==> config.mk <==
export PLATFORM = sky130hd
export DESIGN_NAME = fsm_seq_monitor
export DESIGN_NICKNAME = d
export VERILOG_FILES = /design/src/rtl/fsm_seq_monitor_pkg.sv /design/src/rtl/fsm_seq_monitor_sat_counter.sv /design/src/rtl/fsm_seq_monitor.sv
export SDC_FILE = /design/constraint.sdc
export NUM_CORES = 1
export LEC_CHECK = 0
export ABC_CLOCK_PERIOD_IN_PS = 2300
export BUFFER_PORTS_ARGS = -buffer_cell sky130_fd_sc_hd__buf_4
export CAP_MARGIN = 0
export CORE_UTILIZATION = 50
export CTS_CLUSTER_DIAMETER = 200
export CTS_CLUSTER_SIZE = 16
export DETAILED_ROUTE_END_ITERATION = 8
export GPL_TIMING_DRIVEN = 0
export PLACE_DENSITY = 0.72
export SLEW_MARGIN = 20
export SYNTH_ARGS = -nofsm -noshare
export SYNTH_HDL_FRONTEND = slang
export SYNTH_SLANG_ARGS = --single-unit
export TNS_END_PERCENT = 100
==> constraint.sdc <==
create_clock -name clk -period 2.3 [get_ports clk]
set_clock_uncertainty 0.1 [all_clocks]
set_input_delay 0.115 -clock clk [delete_from_list [all_inputs] [get_ports clk]]
set_output_delay 0.115 -clock clk [all_outputs]
set_load 0.01 [all_outputs]
==> src/rtl/fsm_seq_monitor_pkg.sv <==
// Shared types for the ring-FSM sequence monitor: observed state codes,
// monitor FSM states, error codes and the ring successor function.
package fsm_mon_pkg;

    // Same encoding as the monitored three-state ring FSM; S3 is never legal.
    typedef enum logic [1:0] {
        S0 = 2'b00,
        S1 = 2'b01,
        S2 = 2'b10,
        S3 = 2'b11
    } state;

    typedef enum logic [1:0] {
        M_UNSYNC = 2'b00,
        M_LOCKED = 2'b01,
        M_FAULT  = 2'b10
    } mon_state_e;

    typedef enum logic [1:0] {
        ERR_NONE    = 2'b00,
        ERR_ILLEGAL = 2'b01,
        ERR_SKIP    = 2'b10,
        ERR_STALL   = 2'b11
    } err_code_e;

    // Ring successor S0->S1->S2->S0; S3 has no successor and maps to S0.
    function automatic state next_state(input state s);
        case (s)
            S0:      next_state = S1;
            S1:      next_state = S2;
            S2:      next_state = S0;
            default: next_state = S0;
        endcase
    endfunction

endpackage

==> src/rtl/fsm_seq_monitor_sat_counter.sv <==
// Saturating up-counter: increments on inc, holds at all-ones.
module sat_counter #(
    parameter int W = 8
) (
    input  logic         clk,
    input  logic         rst_n,
    input  logic         inc,
    output logic [W-1:0] cnt
);

    // Count up on inc until the all-ones ceiling is reached.
    always_ff @(posedge clk or negedge rst_n) begin
        if (!rst_n) begin
            cnt <= '0;
        end else if (inc && (cnt != '1)) begin
            cnt <= cnt + W'(1);
        end
    end

endmodule

==> src/rtl/fsm_seq_monitor.sv <==
// Passive checker for the S0->S1->S2->S0 ring FSM state bus: locks onto the
// sequence, flags illegal codes, skipped states and stalls, and keeps sticky
// fault status plus error and loop counts. All outputs are registered.
module fsm_seq_monitor
    import fsm_mon_pkg::*;
#(
    parameter int STALL_MAX = 4,
    parameter int CNT_W     = 8
) (
    input  logic             clk,
    input  logic             rst_n,
    input  logic             sample,
    input  logic [1:0]       state_in,
    input  logic             clr,
    output logic             locked,
    output logic             fault,
    output logic             err,
    output logic [1:0]       err_code,
    output logic [CNT_W-1:0] err_cnt,
    output logic [CNT_W-1:0] loop_cnt
);

    localparam int SW = $clog2(STALL_MAX + 1);
    localparam logic [SW-1:0] STALL_LIM = SW'(STALL_MAX);

    mon_state_e       mon_q, mon_d;
    state             prev_q, prev_d;
    logic [SW-1:0]    stall_q, stall_d;
    logic [SW-1:0]    stall_inc;
    logic             err_q, err_d;
    err_code_e        code_q, code_d;
    logic             fault_q, fault_d;
    logic [CNT_W-1:0] loop_q, loop_d;
    logic             raise;
    err_code_e        raise_code;
    state             obs;

    assign obs       = state'(state_in);
    assign stall_inc = stall_q + SW'(1);

    // Monitor FSM state register.
    always_ff @(posedge clk or negedge rst_n) begin
        if (!rst_n) begin
            mon_q <= M_UNSYNC;
        end else begin
            mon_q <= mon_d;
        end
    end

    // Next-state, sequence check and error decision for the captured sample.
    always_comb begin
        mon_d      = mon_q;
        prev_d     = prev_q;
        stall_d    = stall_q;
        err_d      = 1'b0;
        code_d     = code_q;
        fault_d    = fault_q;
        loop_d     = loop_q;
        raise      = 1'b0;
        raise_code = ERR_NONE;

        if (clr) begin
            // Clear wins over a coincident sample, which is dropped.
            mon_d   = M_UNSYNC;
            fault_d = 1'b0;
            code_d  = ERR_NONE;
            stall_d = '0;
        end else if (sample) begin
            case (mon_q)
                M_UNSYNC: begin
                    if (obs == S0) begin
                        mon_d   = M_LOCKED;
                        prev_d  = S0;
                        stall_d = '0;
                    end else if (obs == S3) begin
                        raise      = 1'b1;
                        raise_code = ERR_ILLEGAL;
                    end
                end
                M_LOCKED: begin
                    // prev is never S3, so these branches cannot overlap.
                    if (obs == S3) begin
                        raise      = 1'b1;
                        raise_code = ERR_ILLEGAL;
                    end else if (obs == prev_q) begin
                        stall_d = stall_inc;
                        if (stall_inc == STALL_LIM) begin
                            raise      = 1'b1;
                            raise_code = ERR_STALL;
                        end
                    end else if (obs == next_state(prev_q)) begin
                        prev_d  = obs;
                        stall_d = '0;
                        if (prev_q == S2) begin
                            loop_d = loop_q + CNT_W'(1);
                        end
                    end else begin
                        raise      = 1'b1;
                        raise_code = ERR_SKIP;
                    end
                end
                default: ;
            endcase

            if (raise) begin
                err_d   = 1'b1;
                code_d  = raise_code;
                fault_d = 1'b1;
                mon_d   = M_FAULT;
            end
        end
    end

    // Tracking registers and registered status outputs.
    always_ff @(posedge clk or negedge rst_n) begin
        if (!rst_n) begin
            prev_q  <= S0;
            stall_q <= '0;
            err_q   <= 1'b0;
            code_q  <= ERR_NONE;
            fault_q <= 1'b0;
            loop_q  <= '0;
        end else begin
            prev_q  <= prev_d;
            stall_q <= stall_d;
            err_q   <= err_d;
            code_q  <= code_d;
            fault_q <= fault_d;
            loop_q  <= loop_d;
        end
    end

    sat_counter #(
        .W(CNT_W)
    ) u_err_cnt (
        .clk  (clk),
        .rst_n(rst_n),
        .inc  (raise),
        .cnt  (err_cnt)
    );

    assign locked   = (mon_q == M_LOCKED);
    assign fault    = fault_q;
    assign err      = err_q;
    assign err_code = code_q;
    assign loop_cnt = loop_q;

endmodule

==> flow_metrics.env, run 1 <==
export IMPL_synth_largest_area_cell="dfrtp_1"
export IMPL_rsz0062_at_grt="false"
export IMPL_cts_buffers=3
export IMPL_yosysWarnings=0
export IMPL_final_common_cell="buf_4"
export IMPL_dr_pass1_iters=6
export IMPL_design_core_area_um2=2853
export IMPL_cts_root_buf="clkbuf_4"
export IMPL_cp_start_kind="register"
export IMPL_peakVddDrop_v=0.0004875
export IMPL_final_area_um2=1843
export IMPL_clock_sinks=27
export IMPL_finish_utilization=0.6461
export IMPL_syn_area_per_cell_um2=10.09
export IMPL_nets=197
export IMPL_fin_crit_ns=2.107
export IMPL_area_growth_pct=17.84
export IMPL_layout_drive_gt1_share=0.2473
export IMPL_grt_overflow_total=0
export IMPL_cp_cell_sequence="buf_2, xnor2_2, and3_4, a31oi_4, a2111oi_4, mux2_1"
export IMPL_cp_top_family="compound AO/OA/AOI/OAI gates"
export IMPL_total_power_uw=1035
export IMPL_grt_start_max_net_pins=28
export IMPL_r2r_start="prev_q[1]"
export IMPL_grt_pass1_vias=1117
export IMPL_antenna_found_initial=0
export IMPL_gp_congestion=0.7649
export IMPL_syn_inst=155
export IMPL_r2r_end="u_err_cnt.cnt[7]"
export IMPL_mostFrequentLayoutCells="28 x buf_4, 27 x dfrtp_1, 11 x nand2_1, 11 x a21oi_1"
export IMPL_post_cts_resized_instances=0
export IMPL_dpl_instance_area_um2=1783
export IMPL_synthTopCellsByArea="dfrtp_1 43%, xnor2_1 3.9%, xor2_1 3.9%, nand4_1 3.6%, a21oi_1 3.5%"
export IMPL_drc=2
export IMPL_synth_top_area_frac=0.4320
export IMPL_synth_top_family_by_area="simple AND/OR/NAND/NOR gates"
export IMPL_cts_buffer_depth=2
export IMPL_end_kind="register"
export IMPL_syn_nets=165
export IMPL_drt_initial_drc_count=69
export IMPL_fin_ws_ns=0.1934
export IMPL_pwr_density_cell_nw_per_um2=561.6
export IMPL_yosys_area_share_adder=0.03920
export IMPL_min_path_type="primary input to register"
export IMPL_hold_violations=0
export IMPL_detail_route_antenna_nets=0
export IMPL_synth_seq_cells=27
export IMPL_setup_tns_ns=0
export IMPL_rows=19
export IMPL_start_util=0.5482
export IMPL_avgViaCountPerCell=5.756
export IMPL_max_slew_margin=0.7142
export IMPL_clock_fmax_ghz=0.4747
export IMPL_timing_final_crit_share=0.9159
export IMPL_wl_um=3164
export IMPL_pre_cts_ws_ns=0.2368
export IMPL_syn_area_um2=1564
export IMPL_seq_area_frac_synth=0.4320
export IMPL_hpwl_um=2305
export IMPL_failed_checks="DRC"
export IMPL_min_path_cells=3
export IMPL_vias=1249
export IMPL_r2r_cells=6
export IMPL_die_w_um=57.93
export IMPL_cts_tree="yes"
export IMPL_port_buffers=24
export IMPL_drv_slew=0
export IMPL_yosys_area_share_simple=0.1912
export IMPL_grt_pass1_wl_um=5195
export IMPL_synth_xor_xnor_area_share=0.08880
export IMPL_die_h_um=57.93
export IMPL_synth_compound_area_frac=0.1624
export IMPL_cp_required_ns=2.45
export IMPL_min_delay_start="state_in[1]"
export IMPL_dieArea_um2=3356
export IMPL_fillers=252
export IMPL_crit_slowest_cell="dfrtp_1"
export IMPL_crit_path_max_fanout=8
export IMPL_yosysUniqueCellTypes=44
export IMPL_worstSetupPathType="register to register"
export IMPL_crit_buf_inv=1
export IMPL_status="finished, violations left"
export IMPL_ioPinCount=27
export IMPL_wl_per_cell_um=14.58
export IMPL_cpPeakStageDelay_ns=0.39
export IMPL_p_leak_uw=0.0008825
export IMPL_grtUsageTotal=0.2015
export IMPL_clock_latency_ns=0.35
export IMPL_worstHoldEndpoint="prev_q[1]"
export IMPL_cap_violations=0
export IMPL_arrival_ns=2.26
export IMPL_setup_violations=0
export IMPL_antenna_cells=0
export IMPL_tightest_slew_ns=0.4286
export IMPL_reg2reg_slack_ns=0.19
export IMPL_cts_htree_levels=1
export IMPL_cts_clk_slew_worst_paths_ns=0.16
export IMPL_synthMuxAreaShare=0.04160
-- flip-flops by register name, indices dropped and copies added, names as in the netlist --
| register | flops |
|---|---|
| err | 1 |
| err_code | 2 |
| fault | 1 |
| loop_cnt | 8 |
| mon_q | 2 |
| prev_q | 2 |
| stall_q | 3 |
| u_err_cnt.cnt | 8 |
-- area by class of cell --
class | count | area (um2) | area share
Multi-Input combinational cell | 114 | 818.3 | 0.4440
Sequential cell | 27 | 675.6 | 0.3666
Timing Repair Buffer | 27 | 210.2 | 0.1141
Buffer | 7 | 43.79 | 0.02376
Tap cell | 31 | 38.79 | 0.02105
Inverter | 7 | 26.28 | 0.01426
Clock buffer | 3 | 22.52 | 0.01222
Clock inverter | 1 | 7.507 | 0.004073
-- repair_timing --
item / CTS / global route
hold buffers: 3 / 0
hold endpoints to repair: 29 / 0
buffers inserted: 0 / 0
setup endpoints to repair: 0 / 0
-- cell usage after synthesis --
| master | number |
|---|---|
| and3_1 | 4 |
| a2111oi_4 | 1 |
| a31oi_4 | 1 |
| xor2_1 | 7 |
| nor4bb_1 | 1 |
| buf_2 | 2 |
| inv_2 | 1 |
| nor3b_1 | 1 |
| xnor2_2 | 1 |
| a21oi_1 | 11 |
| a211oi_2 | 1 |
| nor3_1 | 3 |
| a211o_1 | 1 |
| nand3_1 | 5 |
| inv_1 | 6 |
| nor2_1 | 7 |
| ha_1 | 4 |
| mux2i_1 | 2 |
| nand2_1 | 11 |
| a21o_1 | 1 |
| xnor2_1 | 7 |
| or3b_2 | 1 |
| and2_1 | 2 |
| o211ai_1 | 1 |
| and3_4 | 1 |
| a21oi_2 | 1 |
| clkbuf_1 | 1 |
| maj3_2 | 1 |
| o22ai_1 | 2 |
| mux2_1 | 3 |
| o31ai_1 | 1 |
| buf_4 | 4 |
| and4_1 | 1 |
| mux2_2 | 1 |
| o21ai_2 | 1 |
| dfrtp_1 | 27 |
| o21a_1 | 1 |
| o21ai_0 | 9 |
| nand4_1 | 9 |
| a211oi_1 | 1 |
| a32oi_2 | 1 |
| nand2b_1 | 3 |
| nor2b_1 | 4 |
| or4_1 | 1 |
-- per-stage QoR --
stage | instances | hold slack, ns
6_report | 217 | 0.04581
5_1_grt | 217 | 0.06993
4_1_cts | 217 | 0.03591
3_5_place_dp | 210 | -0.04996
3_3_place_gp | 210 | -0.05458
2_1_floorplan | 155 | -0.2806
-- worst max path at each step --
stage               from               end  depth (start not counted)
5_1_grt        prev_q[1]  u_err_cnt.cnt[7]                          6
3_3_place_gp   prev_q[1]  u_err_cnt.cnt[7]                          6
6_report       prev_q[1]  u_err_cnt.cnt[7]                          6
4_1_cts        prev_q[1]  u_err_cnt.cnt[7]                          6
2_1_floorplan  prev_q[1]  u_err_cnt.cnt[7]                          6
3_5_place_dp   prev_q[1]  u_err_cnt.cnt[7]                          6
-- power breakdown --
part           internal, uW  total [uW]  switching (uW)
clock network          66.9         219             152
logic                   119         248             129
registers               518         568            49.7
total                   704        1040             331
-- kinds of logic (layout without fill, tap and decap cells) --
logic type	count (synthesis)	after routing
compound gates	34	34
xor+xnor	15	15
fa+ha+maj	5	5
buf+inv	14	45
flops	27	27
mux	6	6
simple gates	54	54
-- worst register-to-register path, stage by stage, from the launching register on --
cell       delay (ns)
dfrtp_1          0.39
buf_2            0.17
xnor2_2          0.20
and3_4           0.25
a31oi_4          0.16
a2111oi_4        0.39
mux2_1           0.35
-- per-layer routing --
metal  vias to the layer above  share of wire  track usage
met1                       600           0.46       0.2609
li1                        611              -            -
met3                         5          0.041      0.04018
met4                         0          0.013      0.06122
met5                         -              0            0
met2                        33           0.48       0.3415
(Power assumes the default switching activity.)
==> inputs of run 2 (changes only) <==
--- a/config.mk
+++ b/config.mk
@@ -8,12 +8,11 @@
 export ABC_CLOCK_PERIOD_IN_PS = 2300
 export BUFFER_PORTS_ARGS = -buffer_cell sky130_fd_sc_hd__buf_4
 export CAP_MARGIN = 0
-export CORE_UTILIZATION = 50
+export CORE_UTILIZATION = 40
 export CTS_CLUSTER_DIAMETER = 200
 export CTS_CLUSTER_SIZE = 16
 export DETAILED_ROUTE_END_ITERATION = 8
 export GPL_TIMING_DRIVEN = 0
-export PLACE_DENSITY = 0.72
 export SLEW_MARGIN = 20
 export SYNTH_ARGS = -nofsm -noshare
 export SYNTH_HDL_FRONTEND = slang
==> flow_metrics.env, run 2 (synthesized netlist as in run 1, its figures left out) <==
export IMPL_cts_buffer_depth=2
export IMPL_setup_violations=0
export IMPL_cp_cell_sequence="buf_2, xnor2_2, and3_4, a31oi_4, a2111oi_4, mux2_1"
export IMPL_cts_setup_buffers=0
export IMPL_crit_slowest_cell="a2111oi_4"
export IMPL_hold_slack_ns=0.05437
export IMPL_p_leak_uw=0.0008820
export IMPL_clock_fmax_ghz=0.4769
export IMPL_rows=22
export IMPL_end_kind="register"
export IMPL_pwr_density_cell_nw_per_um2=584.3
export IMPL_cp_required_ns=2.37
export IMPL_clock_latency_ns=0.27
export IMPL_drv_slew=0
export IMPL_ioPinCount=27
export IMPL_final_common_cell="buf_4"
export IMPL_multi_input_area_um2=818.3
export IMPL_antenna_cells=0
export IMPL_cts_tree="yes"
export IMPL_detail_route_antenna_nets=0
export IMPL_dp_cells=227
export IMPL_cts_htree_levels=1
export IMPL_tightest_slew_ns=0.4268
export IMPL_cp_start_kind="register"
export IMPL_min_path_type="primary input to register"
export IMPL_rsz0062_at_grt="false"
export IMPL_design_core_area_um2=3716
export IMPL_grt_pass1_vias=1179
export IMPL_max_slew_margin=0.7149
export IMPL_pre_cts_ws_ns=0.2223
export IMPL_mostFrequentLayoutCells="28 x buf_4, 27 x dfrtp_1, 11 x nand2_1, 11 x a21oi_1"
export IMPL_final_seq_area_um2=675.6
export IMPL_drt_initial_drc_count=58
export IMPL_setup_tns_ns=0
export IMPL_gp_congestion=0.8386
export IMPL_avgViaCountPerCell=5.241
export IMPL_nets=195
export IMPL_clock_sinks=27
export IMPL_stdcell_count=232
export IMPL_worstSetupPathType="register to register"
export IMPL_vias=1216
export IMPL_wl_per_cell_um=13.58
export IMPL_drc=0
export IMPL_status="complete, no violations"
export IMPL_antenna_found_initial=0
export IMPL_cts_buffers=3
export IMPL_start_util=0.4209
export IMPL_grt_start_max_net_pins=28
export IMPL_timing_final_crit_share=0.9117
export IMPL_grt_overflow_total=0
export IMPL_fin_ws_ns=0.2030
export IMPL_cap_violations=0
export IMPL_grtUsageTotal=0.1645
export IMPL_fin_crit_ns=2.097
export IMPL_arrival_ns=2.16
export IMPL_die_h_um=64.53
export IMPL_crit_path_max_fanout=8
export IMPL_port_buffers=24
export IMPL_die_w_um=64.53
export IMPL_cts_clk_slew_worst_paths_ns=0.10
export IMPL_fillers=365
export IMPL_wl_um=3150
export IMPL_hpwl_um=2323
export IMPL_layout_drive_gt1_share=0.2500
export IMPL_grt_pass1_wl_um=5375
export IMPL_cts_root_buf="clkbuf_8"
export IMPL_dieArea_um2=4164
export IMPL_peakVddDrop_v=0.0005737
export IMPL_dr_pass1_iters=4
export IMPL_cpPeakStageDelay_ns=0.40
export IMPL_area_growth_pct=19.12
export IMPL_total_power_uw=1089
export IMPL_hold_violations=0
## run 2: cell count changes in the layout (fill, tap and decap cells not counted)
| cell | change |
|---|---|
| clkbuf_4 | -3 |
| clkbuf_8 | +3 |
| dlygate4sd3_1 | -2 |
## run 2: routing by layer
metal	vias to the layer above	global-route usage	wire length, um
li1	609	-	-
met1	585	0.2207	1537
met2	22	0.2829	1500
met3	0	0.02113	112
met4	0	0.03333	0
met5	-	0	0
## run 2: timing repair
action                    in CTS  in global routing
hold endpoints to repair      27                  0
resized for setup              0                  0
hold buffers                   1                  0
## run 2: metrics by stage
stage	instance area (um2)	util
after floorplan	1564	-
after global placement	1804	0.4855
after detailed placement	1804	0.4855
after CTS	1863	0.5013
after global routing	1863	0.5013
final	1863	0.5013
## run 2: worst max-delay path, delay by kind of cell (launching register included)
| family | cells | cell delay, ns |
|---|---|---|
| AND/OR/NAND/NOR | 1 | 0.25 |
| buffers and inverters | 1 | 0.17 |
| flip-flops | 1 | 0.36 |
| AO/OA/AOI/OAI | 2 | 0.57 |
| XOR/XNOR | 1 | 0.20 |
| multiplexers | 1 | 0.35 |
## run 2: final cells by class
cell class / count / area share
buffer: 7 / 0.02351
timing repair buffer: 25 / 0.1021
clock inverter: 1 / 0.004030
multi-input combinational: 114 / 0.4392
inverter: 7 / 0.01410
clock buffer: 3 / 0.02216
tap: 48 / 0.03224
sequential: 27 / 0.3627
## run 2: path summary, 6_finish.rpt
kind,slack [ns],to,cells after the start,from
setup / recovery,0.20,u_err_cnt.cnt[7],6,prev_q[1]
min in group asynchronous,0.18,loop_cnt[3],2,rst_n
hold / removal,0.05,prev_q[0],3,state_in[0]
max in group asynchronous,1.66,stall_q[1],2,rst_n
hold reg to reg,0.38,loop_cnt[7],1,loop_cnt[7]
setup reg to reg,0.20,u_err_cnt.cnt[7],6,prev_q[1]
## run 2: report_power, final
part           total [uW]  internal [uW]  switching (uW)
Clock                 275            123             152
Combinational         245            117             128
Sequential            569            518            51.2
Total                1090            757             332
